File: src/rtl/apb2_master.sv
// APB requester bridge: turns a valid/ready command into one APB SETUP/ACCESS
// transfer and returns the completion on a valid/ready response channel.
module apb2_master #(
    parameter  int data_width     = 32,
    parameter  int addr_width     = 8,
    parameter  int timeout_cycles = 255,
    localparam int strobe_count   = data_width / 8
) (
    input  logic                    pclk,
    input  logic                    preset_n,

    input  logic                    cmd_valid,
    output logic                    cmd_ready,
    input  logic                    cmd_write,
    input  logic [addr_width-1:0]   cmd_addr,
    input  logic [data_width-1:0]   cmd_wdata,
    input  logic [strobe_count-1:0] cmd_strb,
    input  logic [2:0]              cmd_prot,

    output logic                    rsp_valid,
    input  logic                    rsp_ready,
    output logic [data_width-1:0]   rsp_rdata,
    output logic                    rsp_err,
    output logic                    rsp_timeout,

    output logic                    psel,
    output logic                    penable,
    output logic                    pwrite,
    output logic [addr_width-1:0]   paddr,
    output logic [data_width-1:0]   pwdata,
    output logic [strobe_count-1:0] pstrb,
    output logic [2:0]              pprot,
    input  logic [data_width-1:0]   prdata,
    input  logic                    pready,
    input  logic                    pslverr
);

    localparam int cnt_w = (timeout_cycles > 0) ? $clog2(timeout_cycles + 1) : 1;
    localparam logic [cnt_w-1:0] timeout_val = cnt_w'(timeout_cycles);

    typedef enum logic [1:0] {
        ST_IDLE   = 2'd0,
        ST_SETUP  = 2'd1,
        ST_ACCESS = 2'd2,
        ST_RESP   = 2'd3
    } state_t;

    state_t                  r_state,       w_state_nxt;
    logic [cnt_w-1:0]        r_cnt,         w_cnt;
    logic                    r_cmd_ready,   w_cmd_ready;
    logic                    r_rsp_valid,   w_rsp_valid;
    logic [data_width-1:0]   r_rsp_rdata,   w_rsp_rdata;
    logic                    r_rsp_err,     w_rsp_err;
    logic                    r_rsp_timeout, w_rsp_timeout;
    logic                    r_psel,        w_psel;
    logic                    r_penable,     w_penable;
    logic                    r_pwrite,      w_pwrite;
    logic [addr_width-1:0]   r_paddr,       w_paddr;
    logic [data_width-1:0]   r_pwdata,      w_pwdata;
    logic [strobe_count-1:0] r_pstrb,       w_pstrb;
    logic [2:0]              r_pprot,       w_pprot;

    logic [cnt_w-1:0]        w_cnt_inc;
    logic                    w_timeout_hit;

    assign w_cnt_inc     = r_cnt + cnt_w'(1);
    assign w_timeout_hit = (timeout_cycles != 0) && (w_cnt_inc == timeout_val);

    always_comb begin
        // NOTE: every signal gets its hold value first, so no branch can leave one unassigned and infer a latch.
        w_state_nxt   = r_state;
        w_cnt         = r_cnt;
        w_cmd_ready   = r_cmd_ready;
        w_rsp_valid   = r_rsp_valid;
        w_rsp_rdata   = r_rsp_rdata;
        w_rsp_err     = r_rsp_err;
        w_rsp_timeout = r_rsp_timeout;
        w_psel        = r_psel;
        w_penable     = r_penable;
        w_pwrite      = r_pwrite;
        w_paddr       = r_paddr;
        w_pwdata      = r_pwdata;
        w_pstrb       = r_pstrb;
        w_pprot       = r_pprot;

        case (r_state)
            ST_IDLE: begin
                w_psel      = 1'b0;
                w_penable   = 1'b0;
                w_rsp_valid = 1'b0;
                w_cmd_ready = 1'b1;
                w_cnt       = '0;
                if (cmd_valid && r_cmd_ready) begin
                    w_pwrite    = cmd_write;
                    w_paddr     = cmd_addr;
                    w_pwdata    = cmd_wdata;
                    w_pstrb     = cmd_write ? cmd_strb : '0;
                    w_pprot     = cmd_prot;
                    w_cmd_ready = 1'b0;
                    w_psel      = 1'b1;
                    w_state_nxt = ST_SETUP;
                end
            end

            ST_SETUP: begin
                w_psel      = 1'b1;
                w_penable   = 1'b1;
                w_cnt       = '0;
                w_state_nxt = ST_ACCESS;
            end

            ST_ACCESS: begin
                if (pready) begin
                    w_psel        = 1'b0;
                    w_penable     = 1'b0;
                    w_rsp_valid   = 1'b1;
                    w_rsp_rdata   = r_pwrite ? '0 : prdata;
                    w_rsp_err     = pslverr;
                    w_rsp_timeout = 1'b0;
                    w_state_nxt   = ST_RESP;
                end else if (w_timeout_hit) begin
                    w_psel        = 1'b0;
                    w_penable     = 1'b0;
                    w_rsp_valid   = 1'b1;
                    w_rsp_rdata   = '0;
                    w_rsp_err     = 1'b1;
                    w_rsp_timeout = 1'b1;
                    w_state_nxt   = ST_RESP;
                end else if (timeout_cycles != 0) begin
                    w_cnt = w_cnt_inc;
                end
            end

            ST_RESP: begin
                if (rsp_ready) begin
                    w_rsp_valid = 1'b0;
                    w_cmd_ready = 1'b1;
                    w_cnt       = '0;
                    w_state_nxt = ST_IDLE;
                end
            end

            default: begin
                w_state_nxt   = ST_IDLE;
                w_cnt         = '0;
                w_cmd_ready   = 1'b0;
                w_rsp_valid   = 1'b0;
                w_rsp_rdata   = '0;
                w_rsp_err     = 1'b0;
                w_rsp_timeout = 1'b0;
                w_psel        = 1'b0;
                w_penable     = 1'b0;
                w_pwrite      = 1'b0;
                w_paddr       = '0;
                w_pwdata      = '0;
                w_pstrb       = '0;
                w_pprot       = '0;
            end
        endcase
    end

    // Every output is a flop; async reset drops psel/penable and any pending response at once.
    always_ff @(posedge pclk or negedge preset_n) begin
        if (!preset_n) begin
            r_state       <= ST_IDLE;
            r_cnt         <= '0;
            r_cmd_ready   <= 1'b0;
            r_rsp_valid   <= 1'b0;
            r_rsp_rdata   <= '0;
            r_rsp_err     <= 1'b0;
            r_rsp_timeout <= 1'b0;
            r_psel        <= 1'b0;
            r_penable     <= 1'b0;
            r_pwrite      <= 1'b0;
            r_paddr       <= '0;
            r_pwdata      <= '0;
            r_pstrb       <= '0;
            r_pprot       <= '0;
        end else begin
            // NOTE: non-blocking updates so every flop samples the pre-edge values of the others.
            r_state       <= w_state_nxt;
            r_cnt         <= w_cnt;
            r_cmd_ready   <= w_cmd_ready;
            r_rsp_valid   <= w_rsp_valid;
            r_rsp_rdata   <= w_rsp_rdata;
            r_rsp_err     <= w_rsp_err;
            r_rsp_timeout <= w_rsp_timeout;
            r_psel        <= w_psel;
            r_penable     <= w_penable;
            r_pwrite      <= w_pwrite;
            r_paddr       <= w_paddr;
            r_pwdata      <= w_pwdata;
            r_pstrb       <= w_pstrb;
            r_pprot       <= w_pprot;
        end
    end

    assign cmd_ready   = r_cmd_ready;
    assign rsp_valid   = r_rsp_valid;
    assign rsp_rdata   = r_rsp_rdata;
    assign rsp_err     = r_rsp_err;
    assign rsp_timeout = r_rsp_timeout;
    assign psel        = r_psel;
    assign penable     = r_penable;
    assign pwrite      = r_pwrite;
    assign paddr       = r_paddr;
    assign pwdata      = r_pwdata;
    assign pstrb       = r_pstrb;
    assign pprot       = r_pprot;

endmodule

File: config.mk
export PLATFORM = sky130hd
export DESIGN_NAME = apb2_master
export DESIGN_NICKNAME = d
export VERILOG_FILES = /design/src/rtl/apb2_master.sv
export SDC_FILE = /design/constraint.sdc
export NUM_CORES = 1
export LEC_CHECK = 0
export CAP_MARGIN = 30
export CORE_MARGIN = 5
export CORE_UTILIZATION = 43
export CTS_CLUSTER_SIZE = 30
export DETAILED_ROUTE_END_ITERATION = 10
export PLACE_DENSITY = 0.86
export SLEW_MARGIN = 20
export SYNTH_ARGS = -nofsm -noshare
export SYNTH_HDL_FRONTEND = slang
export SYNTH_SLANG_ARGS = --single-unit
File: constraint.sdc
create_clock -name pclk -period 2.6 [get_ports pclk]
set_clock_uncertainty 0.1 [all_clocks]
set_input_delay 0.52 -clock pclk [delete_from_list [all_inputs] [get_ports pclk]]
set_output_delay 0.52 -clock pclk [all_outputs]
set_load 0.02 [all_outputs]
### Word-level counts from Yosys, hierarchy flattened

Cells that the tools add are included.

* register bits: 96
* input bits: 86
* output and inout bits: 86
* word-level logic and storage cells: 65

* add/sub/neg operators: 1
* equality and inequality tests: 9
* mux-type cells: 27
* reduce and logical (&&, ||, !) cells: 14

Operator list (count)
* $mux 32: 3
* $mux 8: 3
* $pmux 8 s3: 1
* $mux 1: 10
* $pmux 1 s3: 3
* $reduce_and 3->1: 3
* $add 8x1->8 const B: 1
* $eq 8x8->1 const B: 1
* $mux 2: 4
* $ne 2x2->1 const B: 4
* $pmux 2 s4: 1
* $reduce_and 2->1: 4
* $reduce_bool 3->1: 2
* $eq 2x2->1 const B: 2
* $mux 4: 1
* $reduce_bool 2->1: 2
* $ne 3x3->1 const B: 1
* $eq 2x1->1 const B: 1
* $logic_not 2->1: 1
* $pmux 1 s2: 1
* $reduce_or 2->1: 1
* $logic_and 1x1->1: 1

### Logic depth before layout (Yosys ltp)

Gate-level depths: netlist of the first run.

* word-level depth: 5
* depth in mapped cells: 8
* mapped depth without buffers: 6

### Least setup slack after synthesis of the first run

OpenSTA, ideal clock, no wires.

* kind: reg-to-reg
* start: register r_cnt[1]
* end: register r_state[1]
* library setup time: 0.125 ns
* arrival time: 1.768 ns
* required time: 2.375 ns
* setup slack: 0.607 ns
* cell stages (with the launch flop): 7
* buffers on the path: 0
* period minus slack after synthesis: 1.993 ns
* cell sequence: dfrtp_1 -> ha_1 -> nand3_2 -> o31ai_4 -> o221ai_4 -> a221oi_2 -> mux2_2

* word-level cells in the longest chain between the ends: 4

RTL lines
* from (decl): line 49 `logic [cnt_w-1:0] r_cnt, w_cnt;`
* from (signal assigned): line 182 `r_cnt <= w_cnt;`
* $add 8x1->8: line 66 `assign w_cnt_inc = r_cnt + cnt_w'(1);`
* $eq 8x8->1: line 67 `assign w_timeout_hit = (timeout_cycles != 0) && (w_cnt_inc == timeout_val);`
* $ne 3x3->1 (no source line)
* $reduce_and 3->1 (no source line)
* to (signal assigned): line 181 `r_state <= w_state_nxt;`
* to (decl): line 48 `state_t r_state, w_state_nxt;`

Every way passes these cells.
A chain may end at the register's enable or synchronous reset.

### Worst setup path in the final report of the first run

* start: register r_cnt[1]
* end: register r_rsp_rdata[14], in the netlist rsp_rdata[14]

* word-level cells in the longest chain between the ends: 4

RTL lines
* $add 8x1->8: line 66
* $eq 8x8->1: line 67
* $reduce_bool 2->1 (no source line)
* $reduce_and 2->1 (no source line)
* to (signal assigned): line 185 `r_rsp_rdata <= w_rsp_rdata;`
* to (decl): line 52 `logic [data_width-1:0] r_rsp_rdata, w_rsp_rdata;`

Every way passes these cells.

==> flow_summary.yaml, run 1 <==
status:
  result_of_the_run: "completed"
global_routing:
  grt_pass1_wl_um: 17300
  grt_antenna_before_repair: 0
  grt-ovfl-total: 0
  grt_max_degree: 56
  grt_util_all_layers_pct: 18.6
  vias_in_the_first_global_route: 3543
synth:
  post_synth_xor_area_fraction_pct: 0.209
  synth_largest_type_area_fraction_pct: 57.3
  synth_adder_area_share_pct: 1.79
  post_synth_instance_area_mm2: 0.00419
  synth_flop_cell: "sky130_fd_sc_hd__dfrtp_1"
  ys_async_sr_fraction_pct: 100
  post_synth.cell_area_avg_um2: 13.2
  synth_compound_area_share_pct: 11.8
  synth.area.top_cells: "sky130_fd_sc_hd__dfrtp_1 (57%), sky130_fd_sc_hd__mux2_2 (13%), sky130_fd_sc_hd__and4b_1 (7.6%), sky130_fd_sc_hd__a21o_1 (5.9%), sky130_fd_sc_hd__ha_1 (1.8%)"
  synth_simple_gate_area_share_pct: 12.4
  synth.yosys.seq_area_share_pct: 57.3
  synthMuxAreaShare_pct: 13.2
  synthesis.yosys.warnings: 0
  synth-seq-cells: 96
  yosysUniqueCellTypes: 38
  synth_enable_flop_cells: 0
  post_synth_inst_count: 317
  synth.top_cells.by_count: "sky130_fd_sc_hd__dfrtp_1 (96), sky130_fd_sc_hd__mux2_2 (49), sky130_fd_sc_hd__a21o_1 (33), sky130_fd_sc_hd__and4b_1 (32), sky130_fd_sc_hd__clkbuf_1 (18)"
  mappedNetlistNets: 409
  post-synth-top-area-cell: "sky130_fd_sc_hd__dfrtp_1"
  synth.most_common_cell: "sky130_fd_sc_hd__dfrtp_1"
  synth_top_family_by_area: "multiplexers"
timing:
  final_max_slew_viol_count: 0
  worst_slew_margin_rel_pct: 75.1
  min_period_ps: 2240
  fin_tns_setup_ps: 0
  report.final.setup_viol: 0
  final-hold-violation-count: 0
  final.period_utilization_pct: 86.0
  timing.fmax_mhz: 447
  unrepaired_setup_endpoints_after_global_routing: "false"
  final.hold.worst_slack_ps: 380
  worst_slew_pin_slew_ps: 373
setup_path:
  path_class: "reg2reg"
  slowest_delay_ps: 430
  worstSetupEndpointType: "register"
  cp_cell_sequence: "ha_1 > nand3_2 > o31ai_4 > o221ai_4 > nand2b_1 > buf_12 > a21o_1"
  timing.critical_path.slowest_stage_cell: "sky130_fd_sc_hd__dfrtp_1"
  worstPathMaxFanout: 32
  timing.critical_path.from_type: "register"
  critPathArrivalTime_ps: 2380
  crit_required_ps: 2750
floorplanning:
  die_w_um: 109
  die_h_um: 109
  row_count: 36
  design.die.area_mm2: 0.0118
  start_util_pct: 43.5
  floorplan.core_area_mm2: 0.00964
  io-pin-count: 172
pwr:
  switching_share_pct: 36.3
  p_comb_share_pct: 51.8
  power.density_cell_area_mw_per_mm2: 1200
  cell_internal_pwr_w: 0.00480
  sequential_share_of_power_pct: 34.3
  vdd_ir_drop_max_v: 0.000676
  switchingPower_w: 0.00274
  cellLeakagePower_nw: 2.88
  share_clk_of_total_power_pct: 13.9
flow_run:
  drv_cap: 0
place:
  placed_cells: 609
  finalWeightedCongestion: 0.830
  dp_hpwl_um: 8050
  placed_cell_areas_mm2: 0.00608
  port_buffers: 171
layout:
  post_route_cells_drive_above_1_share_pct: 16.1
  number_of_nets_in_the_finished_design: 580
  instances_no_fill: 624
  areaGrowthSynthToFinish_pct: 50.1
  stdcell_area_mm2: 0.00630
  count_of_antenna_diodes_in_the_layout: 0
detailed_routing:
  postRouteAntennaNets: 0
  routedWlPerCell_um: 17.2
  drt-vias-per-instance: 5.15
  drcViolationCount: 0
  firstDrtPassIters: 4
  via_count_of_the_routed_design: 3215
  total_wirelength_um: 10800
  drt_iter0_markers: 47
cts:
  path_clk_slew_ps: 90
  clk_path_buf_depth: 2
  clock_latency_ps: 350
  cts_made_buffers: 9
  cts_tree: "done"
  root_buffer: "sky130_fd_sc_hd__clkbuf_8"
  h-tree-depth: 3
  cts.sink_count: 96
hold_path:
  hold_class: "reg2reg"
[logic make-up (layout without fill, tap and decap cells)]
kind of cell | count (synthesis) | in the layout
AO/OA/AOI/OAI | 62 | 62
adder cells (fa/ha/maj) | 6 | 6
multiplexers | 49 | 49
AND/OR/NAND/NOR | 73 | 73
XOR/XNOR | 1 | 1
buffers and inverters | 30 | 204
flip-flops | 96 | 96
[cell usage in the layout, fill, tap and decap left out, types with 2 or more instances in the layout]
| master | n |
|---|---|
| sky130_fd_sc_hd__a41o_1 | 2 |
| sky130_fd_sc_hd__a22o_1 | 4 |
| sky130_fd_sc_hd__buf_12 | 3 |
| sky130_fd_sc_hd__a21oi_1 | 4 |
| sky130_fd_sc_hd__mux2_2 | 49 |
| sky130_fd_sc_hd__nand3_1 | 2 |
| sky130_fd_sc_hd__bufinv_16 | 2 |
| sky130_fd_sc_hd__and2_1 | 2 |
| sky130_fd_sc_hd__o21ai_0 | 7 |
| sky130_fd_sc_hd__dfrtp_1 | 96 |
| sky130_fd_sc_hd__buf_4 | 8 |
| sky130_fd_sc_hd__clkbuf_8 | 10 |
| sky130_fd_sc_hd__nand4_1 | 3 |
| sky130_fd_sc_hd__clkdlybuf4s50_1 | 170 |
| sky130_fd_sc_hd__nand2_1 | 17 |
| sky130_fd_sc_hd__nand3_2 | 2 |
| sky130_fd_sc_hd__and4b_1 | 32 |
| sky130_fd_sc_hd__nor2_1 | 6 |
| sky130_fd_sc_hd__inv_1 | 8 |
| sky130_fd_sc_hd__nor3_1 | 2 |
| sky130_fd_sc_hd__nand2b_1 | 2 |
| sky130_fd_sc_hd__a21o_1 | 33 |
| sky130_fd_sc_hd__o32a_1 | 2 |
| sky130_fd_sc_hd__ha_1 | 6 |
[power groups by stage]
stage                     Clock [W]  Combinational (W)  Sequential [W]
after floorplan                   0            0.00122         0.00342
after global placement            0            0.00385         0.00258
after detailed placement          0            0.00395         0.00262
after CTS                   0.00108            0.00397         0.00260
after global routing        0.00114            0.00417         0.00269
final                       0.00105            0.00390         0.00259
[repair_timing]
| action | CTS | global route |
|---|---|---|
| hold buffers | 1 | 0 |
| buffers inserted | 0 | 0 |
| setup endpoints to repair | 0 | 0 |
| resized for setup | 0 | 0 |
| hold endpoints to repair | 25 | 0 |
[sequential cells by signal (all words and copies together) (netlist names)]
signal / cells
pstrb: 4
cmd_ready: 1
rsp_err: 1
penable: 1
psel: 1
pprot: 3
paddr: 8
rsp_timeout: 1
pwrite: 1
rsp_valid: 1
pwdata: 32
rsp_rdata: 32
r_cnt: 8
r_state: 2
[metal layers]
metal | global-route usage [%] | vias up | routed length, µm
li1 | - | 1503 | -
met1 | 21.6 | 1593 | 4230
met2 | 32.0 | 109 | 5480
met3 | 7.34 | 10 | 919
met4 | 5.23 | 0 | 133
met5 | 0 | - | 0
[final timing paths]
kind / start / end / slack, ps / depth (start not counted)
setup / recovery: r_cnt[1] / rsp_rdata[14] / 360 / 7
hold / removal: rsp_rdata[11] / rsp_rdata[11] / 380 / 1
setup reg to reg: r_cnt[1] / rsp_rdata[14] / 360 / 7
hold reg to reg: rsp_rdata[11] / rsp_rdata[11] / 380 / 1
max in group asynchronous: preset_n / pwdata[18] / 1260 / 3
min in group asynchronous: preset_n / rsp_err / 530 / 2
[final cells by class]
class | count | area [µm²]
Clock inverter | 3 | 67.6
Timing Repair Buffer | 182 | 1830
Sequential cell | 96 | 2400
Clock buffer | 11 | 141
Multi-Input combinational cell | 191 | 1660
Inverter | 8 | 30.0
Tap cell | 133 | 166
Fill cell | 777 | 3340
[worst max-delay path: cells and delay by family (launching register included)]
| kind | cells | cell delay, ps |
|---|---|---|
| AOI/OAI and AO/OA | 3 | 650 |
| and+or+nand+nor | 2 | 450 |
| DFF | 1 | 430 |
| adders and majority gates | 1 | 290 |
| buffers and inverters | 1 | 210 |
[per-stage QoR]
step	setup WS, ps	util [%]	power [W]
after detailed placement	183	63.1	0.00657
after floorplan	607	-	0.00463
after CTS	370	65.3	0.00764
after global routing	238	65.3	0.00799
final	364	65.3	0.00754
after global placement	221	63.1	0.00643
No activity file was read; power rests on OpenSTA's default activity.
==> inputs of run 2 (changes only) <==
Settings changed: ABC_AREA set to 1, PLACE_DENSITY 0.86 to 0.87.
==> flow_summary.yaml, run 2 <==
status:
  result_of_the_run: "completed"
global_routing:
  grt-ovfl-total: 0
  grt_antenna_before_repair: 0
  grt_max_degree: 53
  grt_util_all_layers_pct: 20.0
  vias_in_the_first_global_route: 3820
  grt_pass1_wl_um: 18600
layout:
  stdcell_area_mm2: 0.00612
  multi_input_comb_area_mm2: 0.00154
  register_area_mm2: 0.00240
  post_route_cells_drive_above_1_share_pct: 4.86
  areaGrowthSynthToFinish_pct: 49.1
  number_of_nets_in_the_finished_design: 745
  count_of_antenna_diodes_in_the_layout: 0
  layout.cells.most_common_list: "sky130_fd_sc_hd__nand2_1 (224), sky130_fd_sc_hd__clkdlybuf4s50_1 (170), sky130_fd_sc_hd__dfrtp_1 (96), sky130_fd_sc_hd__nand3_1 (77), sky130_fd_sc_hd__nor2_1 (18)"
  final_common_cell: "sky130_fd_sc_hd__nand2_1"
  fillerInstances: 776
cts:
  holdBufCountCts: 0
  clock_latency_ps: 350
  root_buffer: "sky130_fd_sc_hd__clkbuf_8"
  post_cts.repair.setup_buffers: 0
  cts_made_buffers: 9
  cts-resized-gates: 0
  cts.sink_count: 96
  clk_path_buf_depth: 2
  cts_tree: "done"
  path_clk_slew_ps: 100
  h-tree-depth: 3
floorplanning:
  io-pin-count: 172
  row_count: 35
  design.die.area_mm2: 0.0116
  die_h_um: 108
  die_w_um: 108
  start_util_pct: 44.2
  floorplan.core_area_mm2: 0.00928
place:
  port_buffers: 171
  placed_cell_areas_mm2: 0.00595
  dp_hpwl_um: 8580
  finalWeightedCongestion: 0.825
synth:
  synth_largest_type_area_fraction_pct: 58.5
  post_synth_inst_count: 486
  mappedNetlistNets: 578
  synth_top_family_by_area: "simple AND/OR/NAND/NOR gates"
  synth.yosys.seq_area_share_pct: 58.5
  synth.area.top_cells: "sky130_fd_sc_hd__dfrtp_1 (59%), sky130_fd_sc_hd__nand2_1 (20%), sky130_fd_sc_hd__nand3_1 (9.4%), sky130_fd_sc_hd__ha_1 (1.8%), sky130_fd_sc_hd__nor2_1 (1.8%)"
  synth-seq-cells: 96
  synth.most_common_cell: "sky130_fd_sc_hd__nand2_1"
  synth_enable_flop_cells: 0
  synthMuxAreaShare_pct: 0
  post_synth.cell_area_avg_um2: 8.45
  synth_compound_area_share_pct: 0.914
  post_synth_instance_area_mm2: 0.00411
  post_synth_xor_area_fraction_pct: 0.427
  synth.top_cells.by_count: "sky130_fd_sc_hd__nand2_1 (224), sky130_fd_sc_hd__dfrtp_1 (96), sky130_fd_sc_hd__nand3_1 (77), sky130_fd_sc_hd__nor2_1 (20), sky130_fd_sc_hd__clkbuf_1 (16)"
  post-synth-top-area-cell: "sky130_fd_sc_hd__dfrtp_1"
  synth_adder_area_share_pct: 1.83
  synth_flop_cell: "sky130_fd_sc_hd__dfrtp_1"
  yosysUniqueCellTypes: 21
  synthesis.yosys.warnings: 0
  synth_simple_gate_area_share_pct: 34.0
  ys_async_sr_fraction_pct: 100
timing:
  worst_slew_margin_rel_pct: 55.0
  min_period_ps: 2210
  worst_slew_pin_slew_ps: 675
  final.period_utilization_pct: 85.1
  final-hold-violation-count: 0
  report.final.setup_viol: 0
  final_max_slew_viol_count: 0
  unrepaired_setup_endpoints_after_global_routing: "false"
  timing.fmax_mhz: 452
  fin_tns_setup_ps: 0
setup_path:
  worstPathMaxFanout: 34
  path_class: "reg2reg"
  critPathArrivalTime_ps: 2410
  crit_required_ps: 2790
  worstSetupEndpointType: "register"
  timing.critical_path.from_type: "register"
detailed_routing:
  drt-vias-per-instance: 4.89
  total_wirelength_um: 11600
  via_count_of_the_routed_design: 3848
  drcViolationCount: 0
  firstDrtPassIters: 4
  routedWlPerCell_um: 14.8
  postRouteAntennaNets: 0
  drt_iter0_markers: 170
pwr:
  cellLeakagePower_nw: 2.99
  vdd_ir_drop_max_v: 0.000686
  power.density_cell_area_mw_per_mm2: 1090
hold_path:
  hold_class: "in2async"
flow_run:
  drv_cap: 0
## run 2: changes by cell type after synthesis, sizes merged, moves of 4 or more
cell,delta
a21o,-33
a22o,-4
and4b,-32
buf,+4
inv,+6
mux2,-49
nand2,+208
nand3,+74
nand4,+5
nor2,+17
o21ai,-5
## run 2: area by class of cell
class                   instances  area share (%)
clock inverters                 6           0.756
inverters                      16           0.981
multi-input cells             350            25.1
well taps                     129            2.64
repair buffers                180            29.2
flip-flops and latches         96            39.2
clock buffers                  10            2.08
## run 2: power breakdown
| part | internal, W | switching (W) |
|---|---|---|
| combinational | 0.00147 | 0.00187 |
| clock | 0.000351 | 0.000524 |
| sequential | 0.00209 | 0.000351 |
| total | 0.00391 | 0.00274 |
## run 2: final timing paths
| check | start | end | slack (ps) | cells after the start |
|---|---|---|---|---|
| worst max-delay path | r_cnt[0] | rsp_rdata[2] | 390 | 9 |
| worst min-delay path | preset_n | pwdata[7] | 70 | 1 |
| worst max register to register | r_cnt[0] | rsp_rdata[2] | 390 | 9 |
| worst min register to register | pwdata[19] | pwdata[19] | 380 | 2 |
| max in group asynchronous | preset_n | rsp_rdata[7] | 1600 | 2 |
| min in group pclk | pwdata[19] | pwdata[19] | 380 | 2 |
## run 2: cells by family (layout without fill, tap and decap cells)
group           Yosys count  count (layout)
xor+xnor                  2               2
fa+ha+maj                 6               6
buf+inv                  40             212
compound gates            7               7
flops                    96              96
simple gates            335             335
## run 2: through the flow
stage	std cells	util [%]	setup slack (ps)	hold WS, ps	power [W]
after floorplan	486	-	865	124	0.00413
after global placement	771	64.1	467	352	0.00569
after detailed placement	771	64.1	412	358	0.00581
after CTS	787	66.0	404	99.1	0.00672
after global routing	787	66.0	209	135	0.00707
final	787	66.0	388	71.5	0.00665
## run 2: layer usage
layer / vias to the layer above / track usage (%) / share of wire, %
li1: 1873 / - / -
met1: 1829 / 23.7 / 40
met2: 129 / 34.1 / 50
met3: 17 / 6.24 / 7.9
met4: 0 / 7.21 / 2.2
met5: - / 0 / 0
## run 2: worst max-delay path: stages (launching register included)
cell and delay, ps:
sky130_fd_sc_hd__dfrtp_1 420, sky130_fd_sc_hd__ha_1 240, sky130_fd_sc_hd__nand3_1 170, sky130_fd_sc_hd__o21bai_1 160
sky130_fd_sc_hd__nand2_1 100, sky130_fd_sc_hd__nor2_2 150, sky130_fd_sc_hd__nand3_2 230, sky130_fd_sc_hd__nand2_4 360
sky130_fd_sc_hd__nand3_1 130, sky130_fd_sc_hd__nand2_1 80
==> inputs of run 3 (changes only) <==
Settings changed: CELL_PAD_IN_SITES_DETAIL_PLACEMENT set to 0, CELL_PAD_IN_SITES_GLOBAL_PLACEMENT set to 1, CORE_UTILIZATION 43 to 27, PLACE_DENSITY 0.87 to 0.81.
Clock period 2.6 ns to 1.9 ns, I/O delays scaled along.
==> flow_summary.yaml, run 3 (synthesis results as in run 2) <==
timing:
  final_max_slew_viol_count: 0
  final.hold.worst_slack_ps: -16.5
  fin_tns_setup_ps: 0
  final-hold-violation-count: 29
  min_period_ps: 1890
  worst_slew_margin_rel_pct: 64.6
  final.period_utilization_pct: 99.4
  unrepaired_setup_endpoints_after_global_routing: "true"
  report.final.setup_viol: 0
  timing.fmax_mhz: 530
  worst_slew_pin_slew_ps: 531
global_routing:
  grt-ovfl-total: 0
  vias_in_the_first_global_route: 3897
  grt_pass1_wl_um: 20100
  grt_max_degree: 97
  grt_util_all_layers_pct: 13.9
  grt_antenna_before_repair: 0
setup_path:
  slowest_delay_ps: 420
  timing.critical_path.from_type: "register"
  path_delay_family: "simple AND/OR/NAND/NOR gates"
  timing.critical_path.slowest_stage_cell: "sky130_fd_sc_hd__dfrtp_1"
  cp_cell_sequence: "ha_4 > nand3_4 > xor2_1 > nor2_4 > nand3_4 > nand3_1 > nand2_1 > nand2_1"
  worstSetupEndpointType: "register"
  critPathArrivalTime_ps: 2030
  cp.buffers_inverters: 0
  crit_required_ps: 2040
  path_class: "reg2reg"
  worstPathMaxFanout: 8
cts:
  h-tree-depth: 3
  cts_tree: "done"
  cts.sink_count: 96
  path_clk_slew_ps: 70
  cts_made_buffers: 9
  root_buffer: "sky130_fd_sc_hd__clkbuf_16"
  holdBufCountCts: 0
  clock_latency_ps: 350
  clk_path_buf_depth: 2
layout:
  layout.cells.most_common_list: "sky130_fd_sc_hd__nand2_1 (222), sky130_fd_sc_hd__clkdlybuf4s50_1 (169), sky130_fd_sc_hd__dfrtp_1 (96), sky130_fd_sc_hd__nand3_1 (74), sky130_fd_sc_hd__nor2_1 (18)"
  post_route_cells_drive_above_1_share_pct: 7.75
  areaGrowthSynthToFinish_pct: 61.3
  instances_no_fill: 859
  stdcell_area_mm2: 0.00662
  final_common_cell: "sky130_fd_sc_hd__nand2_1"
  number_of_nets_in_the_finished_design: 758
  count_of_antenna_diodes_in_the_layout: 0
status:
  result_of_the_run: "complete, but fails checks"
  failing_checks: "hold timing"
place:
  finalWeightedCongestion: 0.856
  port_buffers: 171
  placed_cell_areas_mm2: 0.00615
  placed_cells: 839
  dp_hpwl_um: 8900
floorplanning:
  floorplan.core_area_mm2: 0.0150
  die_h_um: 133
  io-pin-count: 172
  design.die.area_mm2: 0.0178
  die_w_um: 133
  start_util_pct: 27.3
  row_count: 45
detailed_routing:
  drt-vias-per-instance: 4.50
  routedWlPerCell_um: 14.5
  via_count_of_the_routed_design: 3862
  total_wirelength_um: 12400
  firstDrtPassIters: 4
  drcViolationCount: 0
  drt_iter0_markers: 181
  postRouteAntennaNets: 0
pwr:
  vdd_ir_drop_max_v: 0.000632
  power.density_cell_area_mw_per_mm2: 1540
  cellLeakagePower_nw: 3.19
hold_path:
  hold_class: "in2async"
flow_run:
  drv_cap: 0
run 3: per-layer routing:
| metal | wire [µm] | vias to the layer above | track usage, % |
|---|---|---|---|
| li1 | - | 1908 | - |
| met1 | 5300 | 1840 | 17.2 |
| met2 | 6190 | 100 | 22.8 |
| met3 | 722 | 14 | 4.19 |
| met4 | 213 | 0 | 5.37 |
| met5 | 0 | - | 0 |
run 3: what timing repair did:
action | in CTS | in global routing
pin swaps | 1 | 6
buffers inserted | 1 | 2
setup endpoints to repair | 37 | 47
resized for setup | 4 | 13
cloned | 0 | 1
run 3: worst register-to-register path, stage by stage (launching register included):
cell	delay, ps
sky130_fd_sc_hd__dfrtp_1	420
sky130_fd_sc_hd__ha_4	190
sky130_fd_sc_hd__nand3_4	90
sky130_fd_sc_hd__xor2_1	280
sky130_fd_sc_hd__nor2_4	80
sky130_fd_sc_hd__nand3_4	130
sky130_fd_sc_hd__nand3_1	280
sky130_fd_sc_hd__nand2_1	140
sky130_fd_sc_hd__nand2_1	50
run 3: layout make-up:
class	count	area (µm²)
fillers	1414	8410
flip-flops and latches	96	2400
repair buffers	193	1980
multi-input cells	350	1600
well taps	188	235
clock buffers	9	225
clock inverters	7	118
inverters	16	60.1
run 3: stage by stage:
step | total power, W | setup slack (ps) | utilization (%) | hold WS, ps
2_1_floorplan | 0.00566 | 165 | - | -15.6
3_3_place_gp | 0.00803 | -15.3 | 40.9 | 352
3_5_place_dp | 0.00811 | -106 | 40.9 | 358
4_1_cts | 0.0103 | 17.2 | 43.4 | 1.69
5_1_grt | 0.0108 | -115 | 44.1 | 31.7
6_report | 0.0102 | 11.4 | 44.1 | -16.5
run 3: final timing paths:
path                           start       endpoint  slack (ps)  depth (start not counted)
setup / recovery            r_cnt[0]       r_cnt[1]          10                          8
setup reg to reg            r_cnt[0]       r_cnt[1]          10                          8
max in group asynchronous   preset_n  rsp_rdata[25]        1300                          2
hold reg to reg            pwdata[1]      pwdata[1]         370                          2
hold / removal              preset_n      pwdata[1]         -20                          2
min in group pclk          pwdata[1]      pwdata[1]         370                          2
run 3: power by group:
part / internal, W / leakage, nW / switching [W]
combinational: 0.00217 / 1.78 / 0.00258
clock: 0.00129 / 0.170 / 0.000812
sequential: 0.00286 / 1.24 / 0.000505
total: 0.00633 / 3.19 / 0.00389
